### src/rtl/prod_accum_pkg.sv
// Shared types and default widths for the product accumulator.
// State encodings are fixed so external checkers can decode the debug state port.
package prod_accum_pkg;

    localparam int ACC_W_DEF = 18;
    localparam int CNT_W_DEF = 4;
    localparam int PROD_W    = 16;

    typedef enum logic [1:0] {
        ST_IDLE  = 2'd0,
        ST_ACCUM = 2'd1,
        ST_DONE  = 2'd2
    } state_t;

endpackage

### src/rtl/sat_add.sv
// Combinational saturating signed add of a 16-bit product into an ACC_W accumulator.
// o_sat flags that the true sum did not fit and o_sum holds the clamped value.
module sat_add
    import prod_accum_pkg::*;
#(
    parameter int ACC_W = ACC_W_DEF
) (
    input  logic [ACC_W-1:0]  i_acc,
    input  logic [PROD_W-1:0] i_prod,
    output logic [ACC_W-1:0]  o_sum,
    output logic              o_sat
);

    logic [ACC_W:0] w_full;

    // One guard bit: overflow exactly when the guard bit disagrees with the result sign.
    assign w_full = {i_acc[ACC_W-1], i_acc}
                  + {{(ACC_W + 1 - PROD_W){i_prod[PROD_W-1]}}, i_prod};
    assign o_sat  = w_full[ACC_W] ^ w_full[ACC_W-1];

    always_comb begin
        o_sum = w_full[ACC_W-1:0];
        if (o_sat) begin
            o_sum = w_full[ACC_W] ? {1'b1, {(ACC_W-1){1'b0}}}
                                  : {1'b0, {(ACC_W-1){1'b1}}};
        end
    end

endmodule

### src/rtl/prod_accum.sv
// Accumulates a programmed number of signed products with saturation, then
// presents the result until the consumer takes it.
module prod_accum
    import prod_accum_pkg::*;
#(
    parameter int ACC_W = ACC_W_DEF,
    parameter int CNT_W = CNT_W_DEF
) (
    input  logic              i_clk,
    input  logic              i_rst_n,
    input  logic              i_start,
    input  logic [CNT_W-1:0]  i_length,
    input  logic [PROD_W-1:0] i_product,
    input  logic              i_prod_valid,
    output logic              o_prod_ready,
    output logic [ACC_W-1:0]  o_sum,
    output logic              o_sum_valid,
    input  logic              i_sum_ready,
    output logic              o_overflow,
    output logic              o_busy,
    output logic [1:0]        o_state
);

    // Handshakes: a term moves on a rising edge with i_prod_valid && o_prod_ready;
    // the result is taken on a rising edge with o_sum_valid && i_sum_ready. Both
    // ready/valid outputs decode registered state only.

    state_t           r_state;
    logic [ACC_W-1:0] r_acc;
    logic [CNT_W-1:0] r_cnt;
    logic             r_ovf;

    logic [ACC_W-1:0] w_sum;
    logic             w_sat;

    sat_add #(.ACC_W(ACC_W)) u_sat_add (
        .i_acc  (r_acc),
        .i_prod (i_product),
        .o_sum  (w_sum),
        .o_sat  (w_sat)
    );

    always_ff @(posedge i_clk or negedge i_rst_n) begin
        if (!i_rst_n) begin
            r_state <= ST_IDLE;
            r_acc   <= '0;
            r_cnt   <= '0;
            r_ovf   <= 1'b0;
        end else begin
            case (r_state)
                ST_IDLE: begin
                    if (i_start) begin
                        r_acc   <= '0;
                        r_ovf   <= 1'b0;
                        r_cnt   <= i_length;
                        r_state <= (i_length == '0) ? ST_DONE : ST_ACCUM;
                    end
                end
                ST_ACCUM: begin
                    if (i_prod_valid) begin
                        r_acc <= w_sum;
                        r_ovf <= r_ovf | w_sat;
                        r_cnt <= r_cnt - 1'b1;
                        if (r_cnt == CNT_W'(1)) begin
                            r_state <= ST_DONE;
                        end
                    end
                end
                ST_DONE: begin
                    if (i_sum_ready) begin
                        r_state <= ST_IDLE;
                    end
                end
                default: r_state <= ST_IDLE;
            endcase
        end
    end

    // The accumulator doubles as the result register, so Sum holds through IDLE.
    assign o_sum        = r_acc;
    assign o_overflow   = r_ovf;
    assign o_prod_ready = (r_state == ST_ACCUM);
    assign o_sum_valid  = (r_state == ST_DONE);
    assign o_busy       = (r_state != ST_IDLE);
    assign o_state      = r_state;

endmodule

### config.mk
export PLATFORM = sky130hd
export DESIGN_NAME = prod_accum
export DESIGN_NICKNAME = d
export VERILOG_FILES = /design/src/rtl/prod_accum_pkg.sv /design/src/rtl/sat_add.sv /design/src/rtl/prod_accum.sv
export SDC_FILE = /design/constraint.sdc
export NUM_CORES = 1
export LEC_CHECK = 0
export ABC_AREA = 1
export CORE_MARGIN = 1
export CORE_UTILIZATION = 47
export DETAILED_ROUTE_END_ITERATION = 12
export MAX_ROUTING_LAYER = met4
export PLACE_DENSITY = 0.78
export SLEW_MARGIN = 0
export SYNTH_ARGS = -nofsm -noshare
export SYNTH_HDL_FRONTEND = slang
export SYNTH_SLANG_ARGS = --single-unit
### constraint.sdc
create_clock -name i_clk -period 2.05 [get_ports i_clk]
set_input_delay 0.3075 -clock i_clk [delete_from_list [all_inputs] [get_ports i_clk]]
set_output_delay 0.3075 -clock i_clk [all_outputs]
set_load 0.03 [all_outputs]
# Yosys cells after proc, flatten, opt, wreduce, memory -nomap -nowiden
# Index checks and enable logic that the tools add are counted.
totals:
  register_bits: 25
  latchBits: 0
  mem_bits_rw: 0
  romBits: 0
  inputBits: 25
  output_inout_bits: 24
  elab_cells: 38
  mem_count: 0
op_classes:
  add_sub_neg: 2
  mul: 0
  div: 0
  n_lt_le_gt_ge: 0
  n_eq_ne: 7
  shifts: 0
  muxes: 17
  bitwise_logic: 2
  reduce_logical: 6
ops:
  columns: ["op", "n"]
  rows:
  - ["$mux W18", 4]
  - ["$pmux W18 S2", 1]
  - ["$add A18 B16 Y19", 1]
  - ["$mux W2", 5]
  - ["$mux W4", 2]
  - ["$pmux W4 S2", 1]
  - ["$pmux W2 S3", 1]
  - ["$eq A4 B1 Y1 const B", 1]
  - ["$logic_not A4 Y1", 1]
  - ["$ne A2 B1 Y1 const B", 2]
  - ["$ne A2 B2 Y1 const B", 2]
  - ["$reduce_and A4 Y1", 1]
  - ["$reduce_bool A2 Y1", 2]
  - ["$sub A4 B1 Y4 const B", 1]
  - ["$reduce_and A3 Y1", 1]
  - ["$eq A2 B1 Y1 const B", 1]
  - ["$eq A2 B2 Y1 const B", 1]
  - ["$logic_not A2 Y1", 1]
  - ["$mux W1", 2]
  - ["$pmux W1 S2", 1]
  - ["$or A1 B1 Y1", 1]
  - ["$xor A1 B1 Y1", 1]

# Longest topological paths before layout
# Gate-level depths: netlist of run 1.
depth:
  word_depth: 5
  ltp_mapped: 16
  mapped_depth_nobuf: 15

# Modules after synthesis
# A second synthesis of run 1 with hierarchy kept.
hier_totals:
  cells_unflattened: 369
  hier_area_um2: 2494.9
modules_own_cells:
  columns: ["mod", "n_inst", "cells_per_inst", "area_each_um2", "seq_area_each_um2"]
  rows:
  - ["sat_add", 1, 216, 1286.2, 0.0]
  - ["prod_accum", 1, 153, 1208.7, 625.6]

# Worst setup path after synthesis of run 1
# OpenSTA, ideal clock, no wires.
synth_path:
  path_type: "register to register"
  start: "reg r_acc[0] (netlist: o_sum[0])"
  end: "reg r_acc[6] (netlist: o_sum[6])"
  setup_time_ns: 0.120
  arrival_ns: 2.181
  required_ns: 1.930
  path_slack_ns: -0.252
  stages_incl_launch_ff: 15
  n_path_buf: 1
  period_less_slack_ns: 2.302
  cell_sequence: "dfrtp_1 > ha_1 > inv_1 > fa_1 > inv_1 > nand3_1 > nand3_1 > nand2_2 > nand3_1 > nand2_2 > nand2_4 > nand2_4 > buf_12 > o21ai_1 > nand2_1"
synth_between:
  elab_chain_cells: 5
  word_cells_on_any_way: 6
  classes_between: "add/sub (1); mux (4); bitwise (1)"
synth_lines:
  columns: ["element", "line_no", "source"]
  rows:
  - ["start, declared", "prod_accum.sv:29", "logic [ACC_W-1:0] r_acc;"]
  - ["start signal, assigned", "prod_accum.sv:61", "r_acc <= w_sum;"]
  - ["$add A18 B16 Y19 (*)", "sat_add.sv:18", "+ {{(ACC_W + 1 - PROD_W){i_prod[PROD_W-1]}}, i_prod};"]
  - ["$mux W18 / $xor A1 B1 Y1 (equally long branches)", "sat_add.sv:24, sat_add.sv:19", null]
  - ["$mux W18 (*)", "sat_add.sv:23", "if (o_sat) begin"]
  - ["$mux W18 (*)", "prod_accum.sv:60", "if (i_prod_valid) begin"]
  - ["$pmux W18 S2 (*)", "prod_accum.sv:50", "case (r_state)"]
# Every way passes the cells marked *; elsewhere a longest branch is shown, timed or not. The select of a mux whose other input is x is not followed.
# A chain may end at the register's enable or synchronous reset.

# Final worst setup path of run 1
layout_path:
  start: "reg r_acc[17] (netlist: o_sum[17])"
  end: "reg r_acc[1] (netlist: o_sum[1])"
# Same word-level chain as after synthesis.

==> impl_metrics.py, run 1 <==
metrics = {
    "critical_path": {
        "crit_required_ns": 2.26,
        "end_kind": "register",
        "start_kind": "register",
        "cp_cell_sequence": "ha_4, nand2_4, nor4_4, nand2_4, nand2_4, nand2_2, nand2_2, nand2_4, buf_6, nand3_1, nand2_2, o21ai_2",
        "cpPeakStageDelay_ns": 0.48,
        "path_common_cell": "nand2_4",
        "critPathSlowestCell": "dfrtp_1",
        "setup.worst_path.class": "register to register",
        "critical_path_arrival_ns": 2.44,
        "cp_max_fo": 4,
        "reg2reg_slack_ns": -0.18,
    },
    "logic_synthesis": {
        "synth_top_area_share_pct": 27.6,
        "synth_edf_count": 0,
        "yosysWarnings": 0,
        "avgSynthCellArea_sq_um": 7.21,
        "syn_inst": 314,
        "yosysUniqueCellTypes": 38,
        "syn-num-nets": 360,
        "ys_async_sr_fraction_pct": 100,
        "yosys-top-cells-area": "dfrtp_1 (28%), nand2_1 (15%), ha_1 (11%), inv_1 (5.5%), nand3_1 (4.2%)",
        "ys_seq_area_share_pct": 27.6,
        "ys.flop_type": "dfrtp_1",
        "syn_area_sq_mm": 0.00226,
        "synth_largest_area_cell": "dfrtp_1",
        "ys_ff_latch": 25,
    },
    "drt": {
        "drc": 0,
        "dr.pass1.iters": 5,
        "finalWirelength_mm": 9.50,
        "viasPerCell": 6.05,
        "drt_iter0_markers": 311,
        "wl_per_cell_um": 19.7,
        "route.vias.total": 2918,
        "ant_nets": 0,
    },
    "finish": {
        "nNetsFinal": 477,
        "layout_commonest_cell": "nand2_1",
        "antennaDiodeCount": 0,
        "drive_gt1_share_pct": 47.0,
        "layout.cells.non_filler": 482,
        "synthToLayoutAreaGrowth_pct": 75.2,
        "final_cell_mix": "nand2_1 (68), buf_4 (61), clkdlybuf4s50_1 (31), inv_1 (26), nand2_2 (25)",
    },
    "status": {
        "violations": "setup timing",
        "status": "finished with violations",
    },
    "timing": {
        "slew_headroom_pct": 70.6,
        "fin_ws_ns": -0.176,
        "slew_viol_final": 0,
        "fin_crit_sh_pct": 109,
        "finClkSkew_ns": 0.00302,
        "fmax_mhz": 449,
        "setup_viol": 19,
        "worstMarginPinSlew_ns": 0.438,
        "rsz0062_at_grt": "yes",
        "timing.hold.ws_ns": 0.391,
        "finalCriticalPeriod_ns": 2.23,
        "hold_viol_final": 0,
    },
    "placement": {
        "numPortBuffers": 48,
        "routabilityCongestion": 0.937,
        "place_inst": 462,
        "dp_hpwl_mm": 4.98,
    },
    "floorplanning": {
        "die_w_um": 71.4,
        "rows": 24,
        "start_util_pct": 50.3,
        "core_sq_mm": 0.00450,
        "die_height_um": 71.4,
        "dieArea_sq_mm": 0.00510,
        "ioPinCount": 49,
    },
    "grt": {
        "grt_util_all_layers_pct": 28.0,
        "grt_overflow": 0,
        "grt_pass1_vias": 2391,
        "antenna_found_initial": 0,
        "grt_max_degree": 26,
        "grt_pass1_wl_mm": 11.0,
    },
    "clocking": {
        "clock_path_buffers": 2,
        "cts-root-buf": "clkbuf_8",
        "clk_latency_ns": 0.28,
        "clock_sinks": 25,
        "numCtsBuffers": 3,
        "clk_pin_slew_ns": 0.10,
        "htree_levels": 1,
        "cts_tree": "done",
    },
    "power_and_ir_drop": {
        "leakagePower_uw": 0.00192,
        "power.share.clock_pct": 4.9,
        "p_comb_share_pct": 80.3,
        "p_int_uw": 3090,
        "seq_power_share_pct": 14.7,
        "switchingPower_uw": 3420,
        "netSwitchingFraction_pct": 52.5,
        "ir_worst_vdd_mv": 1.03,
        "p_per_area_mw_per_mm2": 1640,
    },
    "worst_hold_path": {
        "hp-class": "input port to asynchronous set/reset pin",
    },
    "run": {
        "drv_cap": 0,
    },
}
logic make-up (layout without fill, tap and decap cells):
logic type	after synthesis	in the layout	synth area share, %
simple gates	164	165	33.1
compound gates	55	55	15.5
buf+inv	37	152	7.18
flops	25	25	27.6
fa+ha+maj	21	21	11.9
xor+xnor	12	12	4.64
area by class of cell:
cell class                      instances  area [sq um]
Tap cell                               52          65.1
Clock buffer                            3          41.3
Timing Repair Buffer                  114           992
Sequential cell                        25           641
Inverter                               34           130
Multi-Input combinational cell        253          2090
Fill cell                             228           537
Clock inverter                          1          5.00
layer usage:
layer  wire [um]  vias up  global-route usage, %
li1            -     1262                      -
met1        3530     1382                   35.5
met2        4700      218                   48.1
met3         754       56                   2.67
met4         510        0                   6.67
met5           0        -                      -
metrics by stage:
step	util (%)	area (sq um)	power, uW	setup TNS (ns)	setup slack [ns]
finish	88.1	3970	6510	-2.28	-0.176
global route	88.1	3970	6770	-3.49	-0.240
CTS	79.8	3590	5440	0	0.00184
detailed placement	75.3	3390	4830	-9.36	-0.575
global placement	75.3	3390	4750	-7.95	-0.458
floorplan	-	2500	3450	0	0.00231
worst paths after layout:
check / depth (start not counted) / startpoint / end
worst max-delay path: 12 / o_sum[17]$_DFFE_PN0P_ / o_sum[1]$_DFFE_PN0P_
worst min-delay path: 2 / i_rst_n / o_sum[3]$_DFFE_PN0P_
worst max register to register: 12 / o_sum[17]$_DFFE_PN0P_ / o_sum[1]$_DFFE_PN0P_
worst min register to register: 2 / o_overflow$_DFFE_PN0P_ / o_overflow$_DFFE_PN0P_
max in group asynchronous: 2 / i_rst_n / o_sum[8]$_DFFE_PN0P_
min in group i_clk: 2 / o_overflow$_DFFE_PN0P_ / o_overflow$_DFFE_PN0P_
synthesized netlist by cell type, types with 2 or more instances:
master / instances
nand2_1: 92
inv_1: 33
dfrtp_1: 25
nor2_1: 22
ha_1: 20
nand3_1: 19
a21oi_1: 15
nand2_2: 13
o21ai_0: 13
o21ai_2: 7
xor2_1: 7
nor3_1: 5
xnor2_1: 5
o21ai_1: 4
a21oi_2: 3
nand2_4: 3
nor2_2: 3
o21bai_1: 3
a21boi_0: 2
o31ai_1: 2
worst max-delay path, delay by kind of cell (launching register included):
family          cells  cell delay (ns)
simple gates        9             1.08
compound gates      1             0.06
flops               1             0.48
buf+inv             1             0.16
fa+ha+maj           1             0.36
power by group through the flow:
stage                     Sequential, uW  Combinational, uW  Clock (uW)
after floorplan                     1230               2220           0
final                                959               5230         322
after detailed placement             942               3890           0
after global routing                 975               5470         329
after CTS                            943               4180         322
after global placement               925               3820           0
registers in the layout, summed over array words and instances, names as in the netlist:
register	flops
r_cnt	4
o_overflow	1
o_state	2
o_sum	18
repair_timing:
action	CTS	global route
buffers inserted	5	10
pin swaps	14	29
endpoints found under the setup margin	19	18
cloned	0	1
hold buffers	0	0
gates resized for setup	44	74
Power figures use the tool's default switching activity.
==> run 2, diff against run 1 <==
SKIP_LAST_GASP = 1   (was unset)
==> impl_metrics.py, run 2 (synthesis results as in run 1) <==
metrics = {
    "status": {
        "status": "finished with violations",
        "violations": "setup timing",
    },
    "critical_path": {
        "cpPeakStageDelay_ns": 0.43,
        "path_common_cell": "nand2_1",
        "critical_path_arrival_ns": 2.42,
        "end_kind": "register",
        "crit_required_ns": 2.23,
        "setup.worst_path.class": "register to register",
        "cp_cell_sequence": "ha_4, buf_6, nand3_1, nand3_1, nand2_1, nand2_1, inv_1, o21bai_2, nand2_1, nand2_1, nand2_1, nand2_1, nand3_1, nand2_1, nand2_1",
        "critPathSlowestCell": "dfrtp_1",
        "start_kind": "register",
        "cp_max_fo": 5,
    },
    "power_and_ir_drop": {
        "power.share.clock_pct": 4.9,
        "switchingPower_uw": 3410,
        "p_total_uw": 6500,
        "leakagePower_uw": 0.00192,
        "seq_power_share_pct": 14.8,
        "ir_worst_vdd_mv": 1.03,
        "p_int_uw": 3090,
        "netSwitchingFraction_pct": 52.5,
        "p_comb_share_pct": 80.3,
        "p_per_area_mw_per_mm2": 1640,
    },
    "timing": {
        "slew_viol_final": 0,
        "fin_crit_sh_pct": 109,
        "rsz0062_at_grt": "yes",
        "fin_ws_ns": -0.192,
        "worstMarginPinSlew_ns": 0.423,
        "timing.hold.ws_ns": 0.393,
        "hold_viol_final": 0,
        "slew_headroom_pct": 71.5,
        "finalCriticalPeriod_ns": 2.24,
        "fmax_mhz": 446,
        "setup_viol": 19,
        "finClkSkew_ns": 0.00328,
    },
    "floorplanning": {
        "dieArea_sq_mm": 0.00510,
        "ioPinCount": 49,
        "core_sq_mm": 0.00450,
        "start_util_pct": 50.3,
        "rows": 24,
        "die_height_um": 71.4,
        "die_w_um": 71.4,
    },
    "grt": {
        "grt_util_all_layers_pct": 28.0,
        "antenna_found_initial": 0,
        "grt_overflow": 0,
        "grt_pass1_vias": 2391,
        "grt_pass1_wl_mm": 11.0,
        "grt_max_degree": 26,
    },
    "clocking": {
        "cts_tree": "done",
        "clock_sinks": 25,
        "cts-root-buf": "clkbuf_8",
        "htree_levels": 1,
        "cts_hold_buf": 0,
        "numCtsBuffers": 3,
        "clock_path_buffers": 2,
        "clk_latency_ns": 0.28,
        "clk_pin_slew_ns": 0.10,
    },
    "finish": {
        "antennaDiodeCount": 0,
        "nNetsFinal": 477,
        "largest_register_ffs": 18,
        "final_area_sq_mm": 0.00397,
        "synthToLayoutAreaGrowth_pct": 75.2,
        "final_cell_mix": "nand2_1 (68), buf_4 (61), clkdlybuf4s50_1 (31), inv_1 (27), nand2_2 (25)",
        "layout_commonest_cell": "nand2_1",
        "drive_gt1_share_pct": 46.7,
        "fin_util_pct": 88.1,
    },
    "drt": {
        "viasPerCell": 5.97,
        "drc": 0,
        "dr.pass1.iters": 5,
        "ant_nets": 0,
        "wl_per_cell_um": 19.6,
        "route.vias.total": 2877,
        "finalWirelength_mm": 9.46,
        "drt_iter0_markers": 305,
    },
    "worst_hold_path": {
        "hp-class": "input port to asynchronous set/reset pin",
    },
    "placement": {
        "dp_hpwl_mm": 4.98,
        "routabilityCongestion": 0.937,
        "dpl-instance-area_sq_mm": 0.00339,
        "numPortBuffers": 48,
    },
    "run": {
        "drv_cap": 0,
    },
}
## run 2: cell counts in the layout (fill, tap and decap cells not counted)
No cell type changed its count.
## run 2: metal layers
layer  up-vias  wire length, um  GRT usage (%)
met5         -                0              -
met4         0              507           6.67
met3        60              728           2.67
met2       197             4650           48.1
met1      1353             3570           35.5
li1       1267                -              -
## run 2: power by group through the flow
stage | Sequential, uW | Clock (uW) | Combinational [uW]
after floorplan | 1230 | 0 | 2220
after global placement | 925 | 0 | 3820
after detailed placement | 942 | 0 | 3890
after CTS | 943 | 322 | 4180
after global routing | 975 | 329 | 5470
final | 963 | 319 | 5220
## run 2: final timing paths
| check | from | slack [ns] | end | depth (start not counted) |
|---|---|---|---|---|
| worst max-delay path | o_sum[2]$_DFFE_PN0P_ | -0.19 | o_sum[15]$_DFFE_PN0P_ | 15 |
| min in group i_clk | o_overflow$_DFFE_PN0P_ | 0.54 | o_overflow$_DFFE_PN0P_ | 2 |
| worst min-delay path | i_rst_n | 0.39 | o_sum[3]$_DFFE_PN0P_ | 2 |
| max in group asynchronous | i_rst_n | 1.37 | o_sum[8]$_DFFE_PN0P_ | 2 |
| worst max register to register | o_sum[2]$_DFFE_PN0P_ | -0.19 | o_sum[15]$_DFFE_PN0P_ | 15 |
| worst min register to register | o_overflow$_DFFE_PN0P_ | 0.54 | o_overflow$_DFFE_PN0P_ | 2 |
## run 2: cell type report
cell class	instances	area [sq um]
multi-input cells	253	2090
repair buffers	114	992
flip-flops and latches	25	641
fillers	228	537
inverters	34	130
well taps	52	65.1
clock buffers	3	41.3
clock inverters	1	5.00
## run 2: through the flow
step / worst slack, ns / TNS [ns] / cells
2_1_floorplan: 0.00231 / 0 / 314
3_3_place_gp: -0.458 / -7.95 / 462
3_5_place_dp: -0.575 / -9.36 / 462
4_1_cts: 0.00184 / 0 / 471
5_1_grt: -0.240 / -3.49 / 482
6_report: -0.192 / -2.43 / 482
## run 2: critical path, delay by kind of cell, from the launching register on
family          cells  cell delay, ns
flops               1            0.43
compound gates      1            0.18
buf+inv             2            0.17
fa+ha+maj           1            0.33
simple gates       11            1.02
## run 2: timing repair
item,4_1_cts,5_1_grt
pin swaps,14,29
gates resized for setup,44,73
buffers inserted,5,10
gates cloned,0,1
endpoints found under the setup margin,19,18
==> run 3, diff against run 2 <==
CAP_MARGIN = 10   (was unset)
CORE_MARGIN = 2   (was 1)
REMOVE_ABC_BUFFERS = 1   (was unset)
==> impl_metrics.py, run 3 (synthesis results as in run 1) <==
metrics = {
    "placement": {
        "dp_hpwl_mm": 5.02,
        "routabilityCongestion": 0.908,
        "numPortBuffers": 48,
    },
    "power_and_ir_drop": {
        "p_int_uw": 3130,
        "power.share.clock_pct": 5.1,
        "p_comb_share_pct": 80.5,
        "leakagePower_uw": 0.00198,
        "netSwitchingFraction_pct": 49.9,
        "p_total_uw": 6240,
        "ir_worst_vdd_mv": 0.832,
        "p_per_area_mw_per_mm2": 1600,
        "seq_power_share_pct": 14.5,
        "switchingPower_uw": 3110,
    },
    "critical_path": {
        "critPathBufInv": 3,
        "r2r-start": "o_sum[10]$_DFFE_PN0P_",
        "cpPeakStageDelay_ns": 0.42,
        "critical_path_arrival_ns": 2.37,
        "r2r_end": "o_sum[11]$_DFFE_PN0P_",
        "reg2reg_slack_ns": -0.15,
        "setup.worst_path.class": "register to register",
        "crit_required_ns": 2.22,
        "reg2reg_depth": 14,
        "cp_cell_sequence": "ha_4, buf_4, buf_4, nand2_2, nor2_2, and2_4, nand2_2, nand3_1, nand2_4, nand2_8, buf_6, nand3_2, nand2_2, nand2_1",
        "path_common_cell": "nand2_2",
        "start_kind": "register",
        "end_kind": "register",
        "critical-path-top-delay-family": "simple AND/OR/NAND/NOR gates",
        "critPathSlowestCell": "dfrtp_1",
        "cp_max_fo": 4,
    },
    "grt": {
        "grt_pass1_vias": 2639,
        "grt_util_all_layers_pct": 29.8,
        "grt_overflow": 0,
        "grt_max_degree": 26,
        "antenna_found_initial": 0,
        "grt_pass1_wl_mm": 12.0,
    },
    "clocking": {
        "numCtsBuffers": 3,
        "cts-root-buf": "clkbuf_8",
        "clk_pin_slew_ns": 0.10,
        "cts_tree": "done",
        "clock_sinks": 25,
        "clk_latency_ns": 0.28,
        "clock_path_buffers": 2,
        "htree_levels": 1,
    },
    "drt": {
        "ant_nets": 0,
        "finalWirelength_mm": 8.15,
        "drc": 0,
        "drt_iter0_markers": 170,
        "wl_per_cell_um": 16.3,
        "viasPerCell": 5.38,
        "dr.pass1.iters": 4,
        "route.vias.total": 2696,
    },
    "finish": {
        "n_fill_cell": 265,
        "final_cell_mix": "nand2_1 (85), buf_4 (77), clkdlybuf4s50_1 (33), inv_1 (30), dfrtp_1 (25)",
        "antennaDiodeCount": 0,
        "layout_commonest_cell": "nand2_1",
        "drive_gt1_share_pct": 38.7,
        "nNetsFinal": 494,
        "synthToLayoutAreaGrowth_pct": 72.1,
        "largest_register_ffs": 18,
    },
    "timing": {
        "timing.hold.ws_ns": 0.399,
        "hold_viol_final": 0,
        "fmax_mhz": 454,
        "slew_viol_final": 0,
        "fin_ws_ns": -0.153,
        "finClkSkew_ns": 0.00462,
        "worstMarginPinSlew_ns": 0.378,
        "fin_crit_sh_pct": 107,
        "rsz0062_at_grt": "yes",
        "slew_headroom_pct": 74.6,
        "finalCriticalPeriod_ns": 2.20,
        "setup_viol": 18,
    },
    "floorplanning": {
        "ioPinCount": 49,
        "die_height_um": 73.4,
        "rows": 25,
        "dieArea_sq_mm": 0.00539,
        "die_w_um": 73.4,
        "core_sq_mm": 0.00469,
        "start_util_pct": 48.3,
    },
    "status": {
        "violations": "setup timing",
        "status": "finished with violations",
    },
    "run": {
        "drv_cap": 0,
    },
    "worst_hold_path": {
        "hp-class": "input port to asynchronous set/reset pin",
    },
}
-- run 3: routing by layer --
metal | part of all wire, % | vias to the layer above | GRT usage (%)
met5 | 0 | - | -
met4 | 2.6 | 0 | 10.5
met3 | 4.6 | 21 | 4.39
met2 | 52 | 113 | 52.5
met1 | 41 | 1259 | 34.6
li1 | - | 1303 | -
-- run 3: cell type report --
| class | instances | area [sq um] | area share (%) |
|---|---|---|---|
| Inverter | 34 | 128 | 3.27 |
| Multi-Input combinational cell | 253 | 1880 | 48.3 |
| Clock inverter | 1 | 7.51 | 0.193 |
| Clock buffer | 3 | 41.3 | 1.06 |
| Sequential cell | 25 | 626 | 16.1 |
| Tap cell | 54 | 67.6 | 1.73 |
| Timing Repair Buffer | 131 | 1150 | 29.4 |
-- run 3: per-stage QoR --
stage               instance area, sq um  worst slack, ns  util [%]  TNS [ns]  cells
floorplan                           2230           -0.318         -     -4.77    311
global placement                    3320           -0.463      70.7     -7.84    483
detailed placement                  3320           -0.613      70.7     -9.92    483
CTS                                 3740          -0.0562      79.7    -0.623    497
global route                        3900           -0.213      83.1     -3.31    501
finish                              3900           -0.153      83.1     -1.75    501
-- run 3: what timing repair did --
item                       CTS  global route
pin swaps                   21            23
gates resized for setup     60            30
hold buffers                 0             0
setup buffers                9             4
cloned                       1             0
setup endpoints to repair   18            18
-- run 3: how the worst max path moves through the flow --
| stage | from | slack [ns] | depth (start not counted) | end |
|---|---|---|---|---|
| 6_report | o_sum[10]$_DFFE_PN0P_ | -0.15 | 14 | o_sum[11]$_DFFE_PN0P_ |
| 4_1_cts | o_sum[11]$_DFFE_PN0P_ | -0.06 | 13 | o_sum[1]$_DFFE_PN0P_ |
| 2_1_floorplan | o_sum[0]$_DFFE_PN0P_ | -0.32 | 12 | o_sum[0]$_DFFE_PN0P_ |
| 3_5_place_dp | i_product[0] | -0.61 | 14 | o_sum[2]$_DFFE_PN0P_ |
| 3_3_place_gp | i_product[0] | -0.46 | 14 | o_sum[3]$_DFFE_PN0P_ |
| 5_1_grt | o_sum[10]$_DFFE_PN0P_ | -0.21 | 13 | o_sum[1]$_DFFE_PN0P_ |
-- run 3: power groups by stage --
stage	combinational (uW)	clock, uW	sequential (uW)
2_1_floorplan	1920	0	1170
5_1_grt	5320	347	920
3_3_place_gp	3860	0	846
4_1_cts	4580	327	891
6_report	5020	315	901
3_5_place_dp	3940	0	853
